File: src/rtl/fetch_unit.sv
// fetch_unit: instruction fetch stage.
// Owns the PC and issues sequential reads to a 1-cycle-latency instruction memory.
// Returned {pc, instruction} pairs are buffered in a DEPTH-entry FIFO and offered
// to the decoder through a valid/ready handshake. Requests are only issued when
// the FIFO is guaranteed to have room for the response: credit = DEPTH - count - inflight.
// A redirect clears the FIFO, drops the response arriving in the same cycle and
// restarts fetching at the word-aligned target.
// Optional feature: define FETCH_PERF_CNT_EN to add saturating stall/redirect counters.

// Overflow guard for the output FIFO, kept apart from the datapath.
module fetch_unit_chk #(
    parameter int DEPTH = 4,
    parameter int CNT_W = 3
) (
    input logic             clk,
    input logic             rst_n,
    input logic             push,
    input logic             pop,
    input logic [CNT_W-1:0] count
);
    // A response may only land in a full FIFO if the head leaves in the same cycle.
    a_no_overflow: assert property (@(posedge clk) disable iff (!rst_n)
        !(push && !pop && (count == CNT_W'(DEPTH))));
endmodule

module fetch_unit #(
    parameter int              PC_W     = 9,
    parameter int              INSTR_W  = 32,
    parameter int              DEPTH    = 4,
    parameter logic [PC_W-1:0] PC_RESET = 9'h000
) (
    input  logic               clk,
    input  logic               rst_n,
    output logic               o_imem_req,
    output logic [PC_W-1:0]    o_imem_addr,
    input  logic [INSTR_W-1:0] i_imem_rdata,
    input  logic               i_redirect_valid,
    input  logic [PC_W-1:0]    i_redirect_pc,
    output logic               o_valid,
    input  logic               i_ready,
    output logic [PC_W-1:0]    o_pc,
    output logic [INSTR_W-1:0] o_instruction
`ifdef FETCH_PERF_CNT_EN
    ,
    output logic [15:0]        o_stall_cycles,
    output logic [15:0]        o_redirect_cnt
`endif
);
    localparam int AW    = $clog2(DEPTH);
    localparam int CNT_W = AW + 1;
    localparam logic [CNT_W:0] DEPTH_L = (CNT_W + 1)'(DEPTH);

    typedef enum logic [1:0] {
        S_IDLE  = 2'd0,
        S_FETCH = 2'd1,
        S_HOLD  = 2'd2
    } state_t;

    state_t             state_q, state_d;
    logic [PC_W-1:0]    pc_q, pc_d;
    logic [PC_W-1:0]    addr_q, addr_d;
    logic               inflight_q, inflight_d;
    logic [CNT_W-1:0]   count_q, count_d;
    logic [AW-1:0]      rd_ptr_q, rd_ptr_d;
    logic [AW-1:0]      wr_ptr_q, wr_ptr_d;
    logic [PC_W-1:0]    fifo_pc_q  [DEPTH];
    logic [PC_W-1:0]    fifo_pc_d  [DEPTH];
    logic [INSTR_W-1:0] fifo_ins_q [DEPTH];
    logic [INSTR_W-1:0] fifo_ins_d [DEPTH];

    logic [CNT_W:0]     used_s;
    logic               pop_s;
    logic               push_s;
    logic               req_s;
    logic               credit_s;
    logic               credit_pop_s;

    // Slots already spoken for: buffered entries plus the response still in flight.
    assign used_s       = (CNT_W + 1)'(count_q) + (CNT_W + 1)'(inflight_q);
    assign credit_s     = (used_s < DEPTH_L);
    assign credit_pop_s = (used_s < (DEPTH_L + (CNT_W + 1)'(pop_s)));
    assign pop_s        = (count_q != {CNT_W{1'b0}}) && i_ready;
    // The response of last cycle's request; a redirect this cycle drops it.
    assign push_s       = inflight_q && !i_redirect_valid;

    // Fetch sequencing: issue while credit lasts, park in S_HOLD when it runs out.
    always_comb begin
        state_d = state_q;
        req_s   = 1'b0;
        if (i_redirect_valid) begin
            state_d = S_FETCH;
            req_s   = 1'b0;
        end else begin
            case (state_q)
                S_IDLE: begin
                    state_d = S_FETCH;
                end
                S_FETCH: begin
                    if (credit_s) begin
                        req_s = 1'b1;
                    end else begin
                        state_d = S_HOLD;
                    end
                end
                S_HOLD: begin
                    if (credit_pop_s) begin
                        state_d = S_FETCH;
                    end else begin
                        state_d = S_HOLD;
                    end
                end
                default: begin
                    state_d = S_IDLE;
                end
            endcase
        end
    end

    // PC advance / redirect target, and the address tag for the pending response.
    always_comb begin
        pc_d       = pc_q;
        addr_d     = addr_q;
        inflight_d = req_s;
        if (i_redirect_valid) begin
            pc_d = i_redirect_pc & ~{{(PC_W-2){1'b0}}, 2'b11};
        end else if (req_s) begin
            pc_d   = pc_q + PC_W'(4);
            addr_d = pc_q;
        end else begin
            pc_d = pc_q;
        end
    end

    // Output FIFO bookkeeping: push response, pop on handshake, clear on redirect.
    always_comb begin
        fifo_pc_d  = fifo_pc_q;
        fifo_ins_d = fifo_ins_q;
        rd_ptr_d   = rd_ptr_q;
        wr_ptr_d   = wr_ptr_q;
        count_d    = count_q;
        if (i_redirect_valid) begin
            rd_ptr_d = {AW{1'b0}};
            wr_ptr_d = {AW{1'b0}};
            count_d  = {CNT_W{1'b0}};
        end else begin
            if (push_s) begin
                fifo_pc_d[wr_ptr_q]  = addr_q;
                fifo_ins_d[wr_ptr_q] = i_imem_rdata;
                wr_ptr_d             = wr_ptr_q + AW'(1);
            end else begin
                wr_ptr_d = wr_ptr_q;
            end
            if (pop_s) begin
                rd_ptr_d = rd_ptr_q + AW'(1);
            end else begin
                rd_ptr_d = rd_ptr_q;
            end
            case ({push_s, pop_s})
                2'b10:   count_d = count_q + CNT_W'(1);
                2'b01:   count_d = count_q - CNT_W'(1);
                default: count_d = count_q;
            endcase
        end
    end

    // State, PC and FIFO registers.
    always_ff @(posedge clk or negedge rst_n) begin
        if (!rst_n) begin
            state_q    <= S_IDLE;
            pc_q       <= PC_RESET;
            addr_q     <= PC_RESET;
            inflight_q <= 1'b0;
            count_q    <= {CNT_W{1'b0}};
            rd_ptr_q   <= {AW{1'b0}};
            wr_ptr_q   <= {AW{1'b0}};
            for (int i = 0; i < DEPTH; i++) begin
                fifo_pc_q[i]  <= {PC_W{1'b0}};
                fifo_ins_q[i] <= {INSTR_W{1'b0}};
            end
        end else begin
            state_q    <= state_d;
            pc_q       <= pc_d;
            addr_q     <= addr_d;
            inflight_q <= inflight_d;
            count_q    <= count_d;
            rd_ptr_q   <= rd_ptr_d;
            wr_ptr_q   <= wr_ptr_d;
            fifo_pc_q  <= fifo_pc_d;
            fifo_ins_q <= fifo_ins_d;
        end
    end

    assign o_imem_req    = req_s;
    assign o_imem_addr   = pc_q;
    assign o_valid       = (count_q != {CNT_W{1'b0}});
    assign o_pc          = fifo_pc_q[rd_ptr_q];
    assign o_instruction = fifo_ins_q[rd_ptr_q];

`ifdef FETCH_PERF_CNT_EN
    logic [15:0] stall_cnt_q, stall_cnt_d;
    logic [15:0] redir_cnt_q, redir_cnt_d;

    // Saturating counts of decoder back-pressure cycles and redirects taken.
    always_comb begin
        stall_cnt_d = stall_cnt_q;
        redir_cnt_d = redir_cnt_q;
        if (o_valid && !i_ready && (stall_cnt_q != 16'hFFFF)) begin
            stall_cnt_d = stall_cnt_q + 16'd1;
        end else begin
            stall_cnt_d = stall_cnt_q;
        end
        if (i_redirect_valid && (redir_cnt_q != 16'hFFFF)) begin
            redir_cnt_d = redir_cnt_q + 16'd1;
        end else begin
            redir_cnt_d = redir_cnt_q;
        end
    end

    // Performance counter registers.
    always_ff @(posedge clk or negedge rst_n) begin
        if (!rst_n) begin
            stall_cnt_q <= 16'd0;
            redir_cnt_q <= 16'd0;
        end else begin
            stall_cnt_q <= stall_cnt_d;
            redir_cnt_q <= redir_cnt_d;
        end
    end

    assign o_stall_cycles = stall_cnt_q;
    assign o_redirect_cnt = redir_cnt_q;
`endif

    fetch_unit_chk #(
        .DEPTH (DEPTH),
        .CNT_W (CNT_W)
    ) u_chk (
        .clk   (clk),
        .rst_n (rst_n),
        .push  (push_s),
        .pop   (pop_s),
        .count (count_q)
    );
endmodule

File: config.mk
export PLATFORM = sky130hd
export DESIGN_NAME = fetch_unit
export DESIGN_NICKNAME = d
export VERILOG_FILES = /design/src/rtl/fetch_unit.sv
export SDC_FILE = /design/constraint.sdc
export NUM_CORES = 1
export LEC_CHECK = 0
export ABC_AREA = 1
export CAP_MARGIN = 20
export CORE_MARGIN = 2
export CORE_UTILIZATION = 55
export DETAILED_ROUTE_END_ITERATION = 10
export GPL_ROUTABILITY_DRIVEN = 0
export PLACE_DENSITY = 0.79
export SYNTH_ARGS = -nofsm -noshare
export SYNTH_HDL_FRONTEND = slang
export SYNTH_HIERARCHICAL = 1
export SYNTH_SLANG_ARGS = --single-unit
File: constraint.sdc
create_clock -name clk -period 2.3 [get_ports clk]
set_input_delay 0.345 -clock clk [delete_from_list [all_inputs] [get_ports clk]]
set_output_delay 0.345 -clock clk [all_outputs]
set_load 0.05 [all_outputs]
# Word-level counts from Yosys, hierarchy flattened
# Index checks and enable logic that the tools add are counted.
dict set report word_totals {
  register_bits 192
  inputBits 45
  word_cells 74
}
dict set report classes {
  add_sub_neg 7
  n_lt_le_gt_ge 5
  n_eq_ne 5
  n_mux 27
  bitwise 3
  reduce_logical 12
}
# op n
set op_table {}
lappend op_table {{$bwmux W128} 1}
lappend op_table {{$mux W32} 3}
lappend op_table {{$bmux W32 S2} 1}
lappend op_table {{$demux W32 S2} 1}
lappend op_table {{$mux W9} 5}
lappend op_table {{$bwmux W36} 1}
lappend op_table {{$bmux W9 S2} 1}
lappend op_table {{$demux W9 S2} 1}
lappend op_table {{$mux W2} 7}
lappend op_table {{$add A9 B3 Y9 const B} 1}
lappend op_table {{$ge A3 B3 Y1 const B} 2}
lappend op_table {{$not A2 Y3} 2}
lappend op_table {{$pmux W2 S3} 1}
lappend op_table {{$pmux W3 S2} 1}
lappend op_table {{$reduce_bool A2 Y1} 3}
lappend op_table {{$reduce_bool A3 Y1} 2}
lappend op_table {{$add A2 B1 Y2 const B} 2}
lappend op_table {{$add A3 B1 Y4} 1}
lappend op_table {{$add A3 B1 Y4 const A} 1}
lappend op_table {{$eq A2 B1 Y1 const B} 2}
lappend op_table {{$eq A2 B2 Y1 const B} 2}
lappend op_table {{$lt A4 B3 Y1 const B} 1}
lappend op_table {{$lt A4 B4 Y1} 1}
lappend op_table {{$reduce_and A2 Y1} 2}
lappend op_table {{10 further kinds} 14}

# Depth between registers and ports, before layout
# Gate-level depths: netlist (run 1).
dict set report logic_depth {
  depth_word 7
  depth_mapped 10
  ltp_nobuf 10
}

# Worst setup path before layout (run 1)
# Ideal clock, no wire load.
dict set report synth_timing {
  path_kind {reg2out}
  from {reg rd_ptr_q[0]}
  to {out o_instruction[22]}
  t_arrival_ns 1.713
  required_ns 1.955
  path_slack_ns 0.242
  stages_incl_launch_ff 6
  n_path_buf 2
  path_cell_list {dfrtp_1 -> buf_4 -> inv_2 -> clkbuf_1 -> nor2_1 -> o22ai_1}
}
dict set report synth_via {
  elab_chain_cells 4
}
# item line
set synth_rtl {}
lappend synth_rtl {{start: declaration} 64} ;# logic [AW-1:0] rd_ptr_q, rd_ptr_d;
lappend synth_rtl {{start signal: assignment} 174} ;# rd_ptr_q <= {AW{1'b0}};
lappend synth_rtl {{start signal: assignment} 186} ;# rd_ptr_q <= rd_ptr_d;
lappend synth_rtl {{$not A2 Y3 (implied by the code)} 197} ;# assign o_instruction = fifo_ins_q[rd_ptr_q];
lappend synth_rtl {{$bmux W32 S2} 197}
lappend synth_rtl {{$mux W32 (implied by the code) (2 in series)} 197}
lappend synth_rtl {{end: declaration} 42} ;# output logic [INSTR_W-1:0] o_instruction
# No other way between the ends. The select of a mux whose other input is x is not followed.

# Worst setup path after layout (run 1)
dict set report layout_timing {
  from {reg count_q[1]}
  to {out o_valid}
}
dict set report layout_via {
  elab_chain_cells 1
}
# item line
set layout_rtl {}
lappend layout_rtl {{start: declaration} 63} ;# logic [CNT_W-1:0] count_q, count_d;
lappend layout_rtl {{start signal: assignment} 173} ;# count_q <= {CNT_W{1'b0}};
lappend layout_rtl {{start signal: assignment} 185} ;# count_q <= count_d;
lappend layout_rtl {{$reduce_bool A3 Y1} 195} ;# assign o_valid = (count_q != {CNT_W{1'b0}});
lappend layout_rtl {{end: declaration} 39} ;# output logic o_valid,
# No other way between the ends.

==> results of run 1 <==
-- kinds of logic (layout without fill, tap and decap cells) --
logic type | after synthesis | count (layout) | share of synthesized area
adder cells (fa/ha/maj) | 8 | 8 | 0.0134
multiplexers | 1 | 1 | 0.00125
flip-flops | 180 | 180 | 0.561
buffers and inverters | 117 | 204 | 0.0734
AO/OA/AOI/OAI | 290 | 290 | 0.188
AND/OR/NAND/NOR | 309 | 309 | 0.155
other | 1 | 4 | 0.000467
XOR/XNOR | 6 | 6 | 0.00655
-- synth_stat cells (all sizes together) --
cell and number:
inv 54, mux2i 1, nor3b 1, xor2 3, nor2 87, dfrtp 180, o21ai 245, nor3 1
nand3 11, ha 7, a21oi 2, o22ai 39, xnor2 3, a22o 1, nand2 207, conb 1
o21a 2, buf 37, o211ai 1, nand4 1, fa 1, or2 1, clkbuf 26
-- registers in the layout, summed over array words and instances, names as in the netlist --
signal,flops
wr_ptr_q,2
state_q,2
inflight_q,1
addr_q,7
o_imem_addr,7
fifo_ins_q,128
count_q,3
rd_ptr_q,2
fifo_pc_q,28
-- stage by stage --
step                      setup TNS [ns]   util  cells  power [uW]
after global routing             -0.0115  0.706   1186       18000
after global placement                 0  0.660   1148       13700
after detailed placement               0  0.660   1148       14000
final                                  0  0.706   1186       17000
after CTS                              0  0.701   1181       16900
after floorplan                        0      -    915       10300
-- metal layers --
layer / vias to the layer above / track usage
li1: 3171 / -
met1: 3198 / 0.339
met2: 206 / 0.396
met3: 26 / 0.0580
met4: 0 / 0.0839
met5: - / 0
-- cells in the final DEF (no fill, tap or decap), drive strengths merged, types with 2 or more instances in the layout --
master         instances
nand3                 11
clkdlybuf4s50         49
o21a                   2
conb                   4
xnor2                  3
buf                   68
nand2                207
clkinvlp               4
ha                     7
bufinv                 2
xor2                   3
nor2                  87
inv                   57
o21ai                245
dfrtp                180
o22ai                 39
a21oi                  2
clkbuf                22
-- worst register-to-register path, cell delays in order, from the launching register on --
cell and delay, ns:
sky130_fd_sc_hd__dfrtp_1 0.45, sky130_fd_sc_hd__nor2_1 0.15, sky130_fd_sc_hd__nand2_2 0.09, sky130_fd_sc_hd__nand3_1 0.14, sky130_fd_sc_hd__inv_1 0.08, sky130_fd_sc_hd__fa_1 0.39, sky130_fd_sc_hd__xnor2_1 0.15, sky130_fd_sc_hd__xor2_1 0.16
sky130_fd_sc_hd__nand2_1 0.06, sky130_fd_sc_hd__nand2_1 0.04
-- path summary, 6_finish.rpt --
path / from / to / cells after the start
setup reg to reg: count_q[1] / count_q[2] / 9
max in group asynchronous: rst_n / rd_ptr_q[0] / 3
hold reg to reg: fifo_ins_q[85] / fifo_ins_q[85] / 2
setup / recovery: count_q[1] / o_valid / 3
min in group clk: fifo_ins_q[85] / fifo_ins_q[85] / 2
hold / removal: rst_n / fifo_ins_q[107] / 2
-- timing repair --
action | CTS | global route
pin swaps | 0 | 1
gates resized for setup | 1 | 8
gates cloned | 0 | 0
buffers inserted | 0 | 5
setup endpoints to repair | 1 | 12
hold buffers | 1 | 0
hold endpoints to repair | 30 | 0
-- where the power goes --
part           switching (uW)  internal, uW  total [uW]
clock network            1220          1640        2860
registers                 821          4600        5420
logic                    5060          3640        8700
-- final cells by class --
class                      instances  area [um2]  share of cell area
clock buffer                      22         454              0.0448
timing repair buffer             118        1640               0.162
multi-input combinational        618        2980               0.294
sequential                       180        4510               0.444
tap                              184         230              0.0227
inverter                          54         205              0.0202
clock inverter                    10         121              0.0120
==> flow_summary.toml, run 1 <==
[worst_setup_path]
worst_endpoint_required_time_ns = 1.96
library_cell_contributing_the_largest_single_delay_on_the_critical_path = "sky130_fd_sc_hd__clkdlybuf4s50_1"
cpLargestDelayFamily = "buffers and inverters"
cp.buffers_inverters = 1
crit_type = "flop to output port"
critical_path_arrival_ns = 1.89
end_kind = "output port"
r2r_setup_slack_ns = 0.49
crit_path_start_kind = "flop"
timing.critical_path.fanout_max = 5
crit_path_largest_cell_delay_ns = 0.81
crit_path_cell_trace = "nor2_1 -> nand2_2 -> clkdlybuf4s50_1"

[yosys]
synth_cell_types = 33
ys_seq_area_frac = 0.561
synthTopCellsByArea = "sky130_fd_sc_hd__dfrtp_1 (56%), sky130_fd_sc_hd__o21ai_0 (12%), sky130_fd_sc_hd__nand2_1 (9.3%), sky130_fd_sc_hd__nor2_1 (4.0%), sky130_fd_sc_hd__o22ai_1 (3.0%)"
synth_largest_type_area_fraction = 0.561
mappedNetlistArea_um2 = 8030
yosys_warnings = 6
synth_top_area_cell = "sky130_fd_sc_hd__dfrtp_1"
avgSynthCellArea_um2 = 8.80
synthesis.instances = 912
yosys_register_bits = 180

[place]
post-dp-hpwl_mm = 11.2
dp_worst_setup_slack_ns = 0.185
port_buffers = 90
postPlaceCellArea_um2 = 9480

[timing]
final.min_clock_period_ns = 2.23
slew-limit-headroom = 0.643
layout_setup_ws_ns = 0.0680
worst_hold_slack_ns = 0.368
finClkSkew_ns = 0.00952
min_period_over_period = 0.970
fmax_mhz = 448
timing_worst_slew_pin_value_ns = 0.534
finalHoldViolCount = 0
timing.final.max_slew_violations = 0
setup_viol = 0

[route]
met1_routed_length_mm = 8.08
route.met3.wl_mm = 1.08
drtPass1Iterations = 6
vias = 6601
first_iter_violations = 597
highest_routed_layer = "met4"
routed_wire_length_per_instance_um = 15.7
post-route-drc-count = 0
ant_nets = 0
drt-total-wl_mm = 18.7
avgViaCountPerCell = 5.57
wl_met2_mm = 9.25

[grt]
grt_pass1_vias = 6387
grt_first_pass_wirelength_mm = 31.4
antenna_violations_before_repair = 0
remaining_overflow_grt = 0
globalRouteTotalUtil = 0.249
pin_count_of_the_biggest_net_entering_global_routing = 64

[flow_run]
max_cap_violations = 0

[run_status]
status = "finished clean"

[worst_hold_path]
hold_path_class = "input pin to async pin"

[pwr]
maximum_vdd_drop_mv = 1.23
cellLeakagePower_uw = 0.00485
power.density_nw_per_um2 = 1670

[final_layout]
finalNetCount = 1042
num-fill-cells = 1038
flow.area_growth_from_synthesis_pct = 26.4
design_area_um2 = 10100
drive_gt1_frac = 0.120
ant_diodes = 0

[clocking]
htree_levels = 4
clock_tree.root_cell = "sky130_fd_sc_hd__clkbuf_16"
worst_skew_pair.late_latency_ns = 0.43
tritoncts.num_buffers = 17
clk_path_buf_depth = 2
cts.sinks = 180
path_clk_slew_ns = 0.07
cts_tree = "done"

[die]
num_io_pins = 97
dieArea_um2 = 15600
die_w_um = 125
floorplan.core_area_um2 = 14400
floorplan.rows = 44
start_util = 0.559
dieHeight_um = 125
Note: power is estimated with default switching activity, not from simulation.
==> run 2, diff against run 1 <==
--- a/config.mk
+++ b/config.mk
@@ -6,8 +6,7 @@
 export NUM_CORES = 1
 export LEC_CHECK = 0
 export ABC_AREA = 1
-export CAP_MARGIN = 20
-export CORE_MARGIN = 2
+export CORE_MARGIN = 3
 export CORE_UTILIZATION = 55
 export DETAILED_ROUTE_END_ITERATION = 10
 export GPL_ROUTABILITY_DRIVEN = 0
==> run 2 against run 1 <==
Against the previous run: clock power down 2%; non-clock buffer count decreased by 2; largest cell class unchanged; first-iteration DRC count decreased by 14%; highest routed layer unchanged.
==> flow_summary.toml, run 2 (synthesis gave the netlist of run 1 again) <==
[route]
post-route-drc-count = 0
first_iter_violations = 511
ant_nets = 0
drt-total-wl_mm = 18.7
routed_wire_length_per_instance_um = 15.8
vias = 6626
avgViaCountPerCell = 5.62
drtPass1Iterations = 5

[timing]
finClkSkew_ns = 0.0118
slew-limit-headroom = 0.668
timing.final.max_slew_violations = 0
rsz_0062_raised_after_global_routing = "no"
timing_worst_slew_pin_value_ns = 0.496
tns_ns = 0
fmax_mhz = 448
setup_viol = 0
finalHoldViolCount = 0
min_period_over_period = 0.970
final.min_clock_period_ns = 2.23

[grt]
globalRouteTotalUtil = 0.239
grt_first_pass_wirelength_mm = 31.1
antenna_violations_before_repair = 0
remaining_overflow_grt = 0
grt_pass1_vias = 6461
pin_count_of_the_biggest_net_entering_global_routing = 65

[worst_setup_path]
crit_path_start_kind = "flop"
path_common_cell = "sky130_fd_sc_hd__buf_12"
crit_path_cell_trace = "inv_2 -> buf_12 -> o21ai_0 -> o22ai_1 -> buf_12"
crit_path_largest_cell_delay_ns = 0.48
reg2reg_depth = 12
timing.critical_path.to = "o_pc[7]"
reg2reg_to = "addr_q[4]"
r2r_setup_slack_ns = 0.32
cp.buffers_inverters = 3
cpLargestDelayFamily = "buffers and inverters"
startpoint = "rd_ptr_q[0]"
timing.critical_path.fanout_max = 57
timing.rr.start = "inflight_q"
end_kind = "output port"
worst_endpoint_required_time_ns = 1.96
path_depth = 5
library_cell_contributing_the_largest_single_delay_on_the_critical_path = "sky130_fd_sc_hd__dfrtp_2"
crit_type = "flop to output port"
critical_path_arrival_ns = 1.89

[clocking]
htree_levels = 4
cts_tree = "done"
worst_skew_pair.late_latency_ns = 0.43
cts.sinks = 180
path_clk_slew_ns = 0.06
clock_tree.root_cell = "sky130_fd_sc_hd__clkbuf_16"
clk_path_buf_depth = 2
tritoncts.num_buffers = 17

[die]
start_util = 0.569
floorplan.rows = 43
floorplan.core_area_um2 = 14100
die_w_um = 127
num_io_pins = 97
dieHeight_um = 127
dieArea_um2 = 16100

[final_layout]
flow.area_growth_from_synthesis_pct = 26.3
ant_diodes = 0
finalNetCount = 1040
design_area_um2 = 10100
layout_top_registers = "fifo_ins_q (128), fifo_pc_q (28)"
mostFrequentLayoutCell = "sky130_fd_sc_hd__nand2_1"
drive_gt1_frac = 0.129
num-fill-cells = 1030
largest_register_ff_count = 128
layout.cells.most_common_list = "sky130_fd_sc_hd__nand2_1 (199), sky130_fd_sc_hd__o21ai_0 (198), sky130_fd_sc_hd__dfrtp_1 (177)"
regMostFlops = "fifo_ins_q"

[place]
port_buffers = 90
post-dp-hpwl_mm = 11.1
postPlaceCellArea_um2 = 9430

[pwr]
cellLeakagePower_uw = 0.00486
maximum_vdd_drop_mv = 1.23
power_total_uw = 17000
power.density_nw_per_um2 = 1670

[flow_run]
max_cap_violations = 0

[worst_hold_path]
hold_path_class = "input pin to async pin"

[run_status]
status = "finished clean"
run 2: cell count changes in the layout (fill, tap and decap cells not counted), moves of 3 or more:
cell,change
sky130_fd_sc_hd__buf_12,-3
sky130_fd_sc_hd__buf_6,+3
sky130_fd_sc_hd__clkbuf_1,-3
sky130_fd_sc_hd__clkinv_2,+3
sky130_fd_sc_hd__o22ai_1,-9
sky130_fd_sc_hd__o22ai_2,+9
run 2: routing by layer:
metal,part of all wire,vias up,GRT usage
met4,0.012,0,0.0669
met1,0.44,3237,0.326
met3,0.059,18,0.0497
met2,0.48,214,0.390
met5,0,-,0
li1,-,3157,-
run 2: repair_timing:
action,in CTS,in global routing
endpoints found under the hold margin,28,0
hold buffers,1,0
setup endpoints to repair,28,37
pin swaps,1,1
gates resized for setup,9,11
buffers inserted,1,2
run 2: report_power, final:
group          switching (uW)  leakage, uW  internal (uW)  total (uW)
Clock                    1230     0.000280           1580        2810
Combinational            5060      0.00226           3640        8700
Sequential                844      0.00232           4600        5450
run 2: worst reg2reg max path, cell delays in order, from the launching register on:
cell	delay, ns
sky130_fd_sc_hd__dfrtp_2	0.44
sky130_fd_sc_hd__ha_1	0.22
sky130_fd_sc_hd__ha_1	0.19
sky130_fd_sc_hd__inv_1	0.05
sky130_fd_sc_hd__nand2_1	0.05
sky130_fd_sc_hd__nand2_2	0.07
sky130_fd_sc_hd__nand3_2	0.09
sky130_fd_sc_hd__nor2_4	0.15
sky130_fd_sc_hd__buf_4	0.13
sky130_fd_sc_hd__buf_4	0.14
sky130_fd_sc_hd__buf_4	0.19
sky130_fd_sc_hd__nand2_1	0.08
sky130_fd_sc_hd__o21ai_0	0.09
run 2: stage by stage:
| stage | utilization | hold WS [ns] | setup slack (ns) | instances |
|---|---|---|---|---|
| 4_1_cts | 0.715 | 0.376 | 0.00129 | 1178 |
| 3_3_place_gp | 0.669 | 0.258 | 0.210 | 1144 |
| 3_5_place_dp | 0.669 | 0.257 | 0.184 | 1144 |
| 5_1_grt | 0.719 | 0.392 | 0.00654 | 1180 |
| 6_report | 0.719 | 0.380 | 0.0679 | 1180 |
| 2_1_floorplan | - | 0.0494 | 0.242 | 915 |
run 2: area by class of cell:
class	instances	area [um2]	share of cell area
clock inverter	11	100	0.00988
clock buffer	21	470	0.0464
sequential	180	4510	0.445
multi-input combinational	618	3020	0.298
timing repair buffer	116	1600	0.158
tap	180	225	0.0222
inverter	54	205	0.0202
run 2: worst min path at each step:
stage               startpoint  cells after the start        endpoint
floorplan                rst_n                      0       addr_q[2]
global route             rst_n                      2  fifo_ins_q[20]
CTS                      rst_n                      2  fifo_ins_q[31]
detailed placement       rst_n                      1  fifo_ins_q[17]
global placement         rst_n                      1  fifo_ins_q[17]
finish                   rst_n                      2  fifo_ins_q[17]
